<file path="config.mk">
export PLATFORM = sky130hd
export DESIGN_NAME = uart_tx_dev
export DESIGN_NICKNAME = d
export VERILOG_FILES = /design/src/rtl/uart_tx_dev.sv
export SDC_FILE = /design/constraint.sdc
export NUM_CORES = 1
export LEC_CHECK = 0
export ABC_AREA = 1
export CORE_MARGIN = 2
export CORE_UTILIZATION = 50
export CTS_CLUSTER_SIZE = 8
export DETAILED_ROUTE_END_ITERATION = 8
export GPL_TIMING_DRIVEN = 1
export MAX_ROUTING_LAYER = met4
export PLACE_DENSITY = 0.73
export SLEW_MARGIN = 20
export SYNTH_ARGS = -nofsm -noshare
export SYNTH_HDL_FRONTEND = slang
export SYNTH_SLANG_ARGS = --single-unit
export TNS_END_PERCENT = 5
</file>
<file path="constraint.sdc">
create_clock -name clk -period 3.4 [get_ports clk]
set_clock_uncertainty 0.05 [all_clocks]
set_input_delay 1.02 -clock clk [delete_from_list [all_inputs] [get_ports clk]]
set_output_delay 1.02 -clock clk [all_outputs]
set_load 0.02 [all_outputs]
</file>
<file path="src/rtl/uart_tx_dev.sv">
// uart_tx_dev: memory-mapped 8N1 UART transmitter for the Bridge peripheral bus.
// The CPU pushes bytes into a small TX FIFO through the DATA register. A four-state
// FSM pops them and shifts each one out LSB first on tx: one start bit, eight data
// bits and one stop bit. Every bit lasts DIVISOR clock cycles.
// IRQ (when IE is set) reports that the FIFO is drained and the line is idle.
//
// Bus handshake: WE is a single-cycle write strobe. A write is accepted at the clock
// edge that ends the cycle in which WE is high. There is no ready or back-pressure
// signal; a DATA write into a full FIFO is dropped and recorded in the sticky
// overflow flag. Reads are purely combinational from Addr[3:2] and have no side
// effects.
module uart_tx_dev #(
    parameter int          FIFO_DEPTH = 8,
    parameter logic [15:0] DIV_RESET  = 16'd16
) (
    input  logic        clk,
    input  logic        reset,
    input  logic        WE,
    input  logic [31:2] Addr,
    input  logic [31:0] Din,
    output logic [31:0] Dout,
    output logic        IRQ,
    output logic        tx
);

    localparam int AW = (FIFO_DEPTH > 1) ? $clog2(FIFO_DEPTH) : 1;
    localparam int CW = AW + 1;

    localparam logic [1:0] OFF_DATA   = 2'd0;
    localparam logic [1:0] OFF_STATUS = 2'd1;
    localparam logic [1:0] OFF_CTRL   = 2'd2;
    localparam logic [1:0] OFF_DIV    = 2'd3;

    typedef enum logic [1:0] {
        S_IDLE  = 2'd0,
        S_START = 2'd1,
        S_DATA  = 2'd2,
        S_STOP  = 2'd3
    } state_t;

    // ---------------------------------------------------------------------
    // Register state
    // ---------------------------------------------------------------------
    logic [7:0]    r_mem [FIFO_DEPTH];
    logic [AW-1:0] r_wr_ptr;
    logic [AW-1:0] r_rd_ptr;
    logic [CW-1:0] r_count;
    logic          r_ovf;
    logic          r_en;
    logic          r_ie;
    logic [15:0]   r_div;
    logic          r_irq;

    state_t        r_state;
    logic [7:0]    r_shift;
    logic [15:0]   r_cnt;
    logic [15:0]   r_bitlen;
    logic [2:0]    r_bit_idx;
    logic          r_tx;

    // ---------------------------------------------------------------------
    // Combinational helpers
    // ---------------------------------------------------------------------
    logic [1:0]    w_off;
    logic          w_wr_data;
    logic          w_wr_status;
    logic          w_wr_ctrl;
    logic          w_wr_div;
    logic          w_full;
    logic          w_empty;
    logic          w_push;
    logic          w_drop;
    logic          w_pop;
    logic [7:0]    w_head;
    logic [15:0]   w_div_eff;
    logic          w_cnt_done;
    logic          w_busy;
    logic [7:0]    w_count8;

    state_t        w_state_next;
    logic [7:0]    w_shift_next;
    logic [15:0]   w_cnt_next;
    logic [15:0]   w_bitlen_next;
    logic [2:0]    w_idx_next;
    logic          w_tx_next;

    // Upper address bits and upper data bits are not decoded.
    logic          w_unused;

    assign w_unused    = ^{Addr[31:4], Din[31:16]};

    assign w_off       = Addr[3:2];
    assign w_wr_data   = WE && (w_off == OFF_DATA);
    assign w_wr_status = WE && (w_off == OFF_STATUS);
    assign w_wr_ctrl   = WE && (w_off == OFF_CTRL);
    assign w_wr_div    = WE && (w_off == OFF_DIV);

    // Full is sampled before the edge, so a push into a full FIFO is dropped
    // even when the FSM pops in the same cycle.
    assign w_full      = (r_count == CW'(FIFO_DEPTH));
    assign w_empty     = (r_count == '0);
    assign w_push      = w_wr_data && !w_full;
    assign w_drop      = w_wr_data && w_full;

    assign w_head      = r_mem[r_rd_ptr];
    assign w_div_eff   = (r_div == 16'd0) ? 16'd1 : r_div;
    assign w_cnt_done  = (r_cnt == 16'd0);
    assign w_busy      = (r_state != S_IDLE);
    assign w_count8    = 8'(r_count);

    assign tx          = r_tx;
    assign IRQ         = r_irq;

    // ---------------------------------------------------------------------
    // FIFO storage (no reset needed: contents are meaningless while count=0)
    // ---------------------------------------------------------------------
    // Write the pushed byte into the slot at the write pointer.
    always_ff @(posedge clk) begin
        if (w_push) begin
            r_mem[r_wr_ptr] <= Din[7:0];
        end
    end

    // FIFO pointers and occupancy; push and pop in the same cycle leave count unchanged.
    always_ff @(posedge clk) begin
        if (reset) begin
            r_wr_ptr <= '0;
            r_rd_ptr <= '0;
            r_count  <= '0;
        end else begin
            if (w_push) begin
                r_wr_ptr <= r_wr_ptr + AW'(1);
            end
            if (w_pop) begin
                r_rd_ptr <= r_rd_ptr + AW'(1);
            end
            case ({w_push, w_pop})
                2'b10:   r_count <= r_count + CW'(1);
                2'b01:   r_count <= r_count - CW'(1);
                default: r_count <= r_count;
            endcase
        end
    end

    // ---------------------------------------------------------------------
    // Control registers
    // ---------------------------------------------------------------------
    // CTRL, DIVISOR and the sticky overflow flag; any STATUS write clears overflow.
    always_ff @(posedge clk) begin
        if (reset) begin
            r_en  <= 1'b0;
            r_ie  <= 1'b0;
            r_div <= DIV_RESET;
            r_ovf <= 1'b0;
        end else begin
            if (w_wr_ctrl) begin
                r_en <= Din[0];
                r_ie <= Din[1];
            end
            if (w_wr_div) begin
                r_div <= Din[15:0];
            end
            if (w_drop) begin
                r_ovf <= 1'b1;
            end else if (w_wr_status) begin
                r_ovf <= 1'b0;
            end
        end
    end

    // Registered interrupt: FIFO drained and transmitter idle, gated by IE.
    always_ff @(posedge clk) begin
        if (reset) begin
            r_irq <= 1'b0;
        end else begin
            r_irq <= r_ie && w_empty && (r_state == S_IDLE);
        end
    end

    // ---------------------------------------------------------------------
    // Transmit FSM
    // ---------------------------------------------------------------------
    // FSM state and datapath registers; reset aborts any frame and idles the line high.
    always_ff @(posedge clk) begin
        if (reset) begin
            r_state   <= S_IDLE;
            r_shift   <= 8'd0;
            r_cnt     <= 16'd0;
            r_bitlen  <= 16'd1;
            r_bit_idx <= 3'd0;
            r_tx      <= 1'b1;
        end else begin
            r_state   <= w_state_next;
            r_shift   <= w_shift_next;
            r_cnt     <= w_cnt_next;
            r_bitlen  <= w_bitlen_next;
            r_bit_idx <= w_idx_next;
            r_tx      <= w_tx_next;
        end
    end

    // Next-state logic. The bit length is latched when a frame starts, so a
    // DIVISOR write mid-frame only affects the next frame. The counter is loaded
    // with bitlen-1 and each bit ends when the counter reaches zero.
    always_comb begin
        w_state_next  = r_state;
        w_pop         = 1'b0;
        w_shift_next  = r_shift;
        w_cnt_next    = r_cnt;
        w_bitlen_next = r_bitlen;
        w_idx_next    = r_bit_idx;
        w_tx_next     = r_tx;

        case (r_state)
            S_IDLE: begin
                w_tx_next = 1'b1;
                if (r_en && !w_empty) begin
                    w_state_next  = S_START;
                    w_pop         = 1'b1;
                    w_shift_next  = w_head;
                    w_bitlen_next = w_div_eff;
                    w_cnt_next    = w_div_eff - 16'd1;
                    w_tx_next     = 1'b0;
                end
            end

            S_START: begin
                if (w_cnt_done) begin
                    w_state_next = S_DATA;
                    w_tx_next    = r_shift[0];
                    w_idx_next   = 3'd0;
                    w_cnt_next   = r_bitlen - 16'd1;
                end else begin
                    w_cnt_next   = r_cnt - 16'd1;
                end
            end

            S_DATA: begin
                if (w_cnt_done) begin
                    w_cnt_next = r_bitlen - 16'd1;
                    if (r_bit_idx == 3'd7) begin
                        w_state_next = S_STOP;
                        w_tx_next    = 1'b1;
                    end else begin
                        w_shift_next = {1'b0, r_shift[7:1]};
                        w_tx_next    = r_shift[1];
                        w_idx_next   = r_bit_idx + 3'd1;
                    end
                end else begin
                    w_cnt_next = r_cnt - 16'd1;
                end
            end

            S_STOP: begin
                if (w_cnt_done) begin
                    if (r_en && !w_empty) begin
                        // Back-to-back: the next start bit follows with no idle gap.
                        w_state_next  = S_START;
                        w_pop         = 1'b1;
                        w_shift_next  = w_head;
                        w_bitlen_next = w_div_eff;
                        w_cnt_next    = w_div_eff - 16'd1;
                        w_tx_next     = 1'b0;
                    end else begin
                        w_state_next  = S_IDLE;
                        w_tx_next     = 1'b1;
                    end
                end else begin
                    w_cnt_next = r_cnt - 16'd1;
                end
            end

            default: begin
                w_state_next = S_IDLE;
                w_tx_next    = 1'b1;
            end
        endcase
    end

    // ---------------------------------------------------------------------
    // Read mux
    // ---------------------------------------------------------------------
    // Combinational read data selected by the register offset.
    always_comb begin
        Dout = 32'd0;
        case (w_off)
            OFF_DATA:   Dout = 32'd0;
            OFF_STATUS: Dout = {16'd0, w_count8, 4'd0, r_ovf, w_empty, w_full, w_busy};
            OFF_CTRL:   Dout = {30'd0, r_ie, r_en};
            OFF_DIV:    Dout = {16'd0, r_div};
            default:    Dout = 32'd0;
        endcase
    end

endmodule

</file>
==> results.md <==
- Hold_buf cts: 0
- Avg Cell Area, Syn: 8.034 sq um
- Slew Viols, Final: 0
- Die height: about 130 um
- Maximum vdd ir drop: 0.0004514 V
- Synth Register Bits: 143
- Max-cap violations: 0
- CTS sink count: about 140
- Remaining antenna violation count: 0
- Congestion Overflow GR: 0
- Worst EP required: roughly 2.3 ns
- Leak: 0.003485 uW
- Pre-antenna DRT Iters: 5
- Status: complete, no violations
- Final std cell area, no fill: between 8000 and 9000 sq um
- Area after DPL: about 8100 sq um
- Dpl ws: -0.3875 ns
- Clk buf depth: 2
- Main synth FF type: dfxtp_1
- Die width: 126.6 um
- R2R Setup Slk: 0.40 ns
- EDFF count, synth: 64
- Initial Util: 51.49%
- RSZ-0062 raised after global routing: true
- Power share of the combinational group: 34.8%
- HP Class: register to register
- Drt wl/cell: 15.67 um
- # H-tree levels: 4
- Seq pwr share: 34.5%
- CP Capture Type: output port
- PortBufs: 38
- Core area: 14,590 sq um
- Area delta synth->final: 14.49%
- Max Clk Rate: 301.2 MHz
- Sw Ratio: 39.08%
- Synth Instances: 935
- Yosys warns: 0
- Post-Syn Area: about 7500 sq um
- Clk pin slew, worst setup/hold paths: approximately 0.060 ns
- Placed cells: 1,149
- Slew @ Worst Pin: 0.9325 ns
- Routed WL: ~19,000 um
- Power share of the clock group: 30.7%
- Via density: 5.557
- Worst Path Max Fanout: 14
- Row cnt: 44
- Num CTS Buffers: 17
- Non-filler instance count after layout: about 1,200
- Number of global-route vias before repair: 5,986
- Async S/R FF share, synth: 0%
- Worst relative slew slack: 37.76%
- Largest net degree at the start of global routing: 45
- Layout cells sized above 1: 12.34%
- FILL cells: 1,266
- Tcrit/Tclk final: 97.65%
- Crit path DAT: 2.25 ns
- Die footprint: 16,020 sq um
- Boundary Pins: 99
- Worst-Skew Late Latency: around 0.43 ns
- Clk root buf: clkbuf_16
- Initial antenna violation count: 0
- Post-route DRC: 0
- Setup crit start kind: input pin
- Synth unique cells: between 40 and 50
- Critical path class: input pin to output port
- Nets: 1,065
- First-pass GRT wire length: between 30,000 and 40,000 um
- Pint: 3558 uW
- Final hold violation count: 0
- Min cycle time layout: 3.320 ns
- # setup viols final: 0
- Setup ws final: ~0.080 ns
- Drt first-iter violations: 730
- HPWL after DPL: 12,920 um
- Tot GR Track Use: between 20% and 30%
- PD cells: 679.0 nW/um^2
- Via Count: ~6,600
- Post-CTS setup buffers: 0
- Switching pwr: 2283 uW
- Global placer's final weighted congestion: 0.9243
- # diodes: 0
- CTS tree: yes
- Sequential area share after synthesis: 46.64%
==> Yosys cell counts (2+ instances only) <==
cell type,count,area (sq um)
nand2_1,153,574.3
nor2_1,118,442.9
o21ai_0,90,450.4
inv_1,84,315.3
dfxtp_1,79,1582
a21oi_1,73,365.4
edfxtp_1,64,1922
nand3_1,45,225.2
clkbuf_1,25,93.84
o22ai_1,22,137.6
buf_4,18,135.1
o21ai_1,16,80.08
ha_1,15,187.7
a21oi_2,14,122.6
o211ai_1,13,97.59
xor2_1,13,113.9
nor3_1,12,60.06
nand4_1,11,68.82
nor2_2,8,50.05
xnor2_1,6,52.55
nand2_2,5,31.28
nor2_4,5,56.30
buf_2,4,20.02
inv_2,4,15.01
nor4_1,4,25.02
o221ai_1,4,35.03
buf_6,3,33.78
or2_2,3,18.77
a31oi_1,2,12.51
clkinv_1,2,7.510
clkinv_4,2,17.52
nand2_4,2,22.52
o21bai_1,2,15.01
==> flip-flops by register name, indices dropped and copies added, names as in the netlist, named ones only <==
name       cells
r_state        2
r_rd_ptr       3
r_en           1
tx             1
r_bitlen      16
r_cnt         16
IRQ            1
r_div         16
r_wr_ptr       3
r_count        4
r_ovf          1
r_ie           1
r_bit_idx      3
r_shift        8
r_mem         64
==> critical path, stage by stage <==
cell and delay, ns:
clkdlybuf4s50_1 0.50, buf_4 0.12, nand2_1 0.05, buf_4 0.18, o22ai_1 0.18, buf_2 0.19
==> what timing repair did <==
| action | in CTS | in global routing |
|---|---|---|
| setup endpoints to repair | 16 | 14 |
| resized for setup | 39 | 24 |
| pin swaps | 0 | 0 |
==> metal layers <==
metal	GRT usage (%)	vias to the layer above	wire length, um
met4	7.434	0	167
li1	-	3251	-
met5	-	-	0
met3	4.597	16	1550
met1	33.46	3020	8325
met2	37.09	276	8459
==> area by class of cell <==
cell class	instances	area, sq um	share of cell area, %
repair buffers	65	510.5	5.935
clock inverters	15	140.1	1.629
multi-input cells	664	3431	39.89
clock buffers	17	425.4	4.946
flip-flops and latches	143	3503	40.73
inverters	93	360.3	4.190
well taps	184	230.2	2.677
==> power by group through the flow <==
stage	Sequential [uW]	Combinational (uW)	Clock [uW]
2_1_floorplan	2030	1550	0
3_3_place_gp	2050	1990	0
3_5_place_dp	2050	2000	0
4_1_cts	2010	2010	1800
5_1_grt	2030	2250	1890
6_report	2010	2030	1790
==> path summary, 6_finish.rpt <==
check,startpoint,end,depth (start not counted)
setup / recovery,Addr[3],Dout[11],6
hold / removal,r_shift[6],r_shift[6],2
setup reg to reg,r_state[1],r_count[3],16
hold reg to reg,r_shift[6],r_shift[6],2
==> placed cells by master (no fill, tap or decap), types with 30 or more instances in the layout <==
cell and instances:
o21ai_0 90, inv_1 84, nand3_1 45, nand2_1 153, dfxtp_1 79, a21oi_1 73
buf_4 30, edfxtp_1 64, nor2_1 118
==> logic make-up (layout without fill, tap and decap cells) <==
| family | after synthesis | after routing | synth area share [%] |
|---|---|---|---|
| xor gates and xnor gates | 19 | 19 | 2.215 |
| DFF | 143 | 143 | 46.64 |
| other | 1 | 16 | 0.04992 |
| adders and majority gates | 16 | 16 | 2.765 |
| AOI/OAI and AO/OA | 242 | 242 | 18.17 |
| buffers and inverters | 143 | 190 | 8.561 |
| and+or+nand+nor | 371 | 371 | 21.60 |
==> per-stage QoR <==
stage | power (uW) | util (%) | TNS (ns) | hold slack (ns)
finish | 5840 | 58.95 | 0 | 0.4163
global route | 6170 | 58.95 | -0.004077 | 0.4404
CTS | 5824 | 59.18 | 0 | 0.4200
detailed placement | 4046 | 55.51 | -4.725 | 0.4097
global placement | 4031 | 55.51 | -4.633 | 0.4031
floorplan | 3572 | - | 0 | 0.3921
Power figures use the tool's default switching activity.
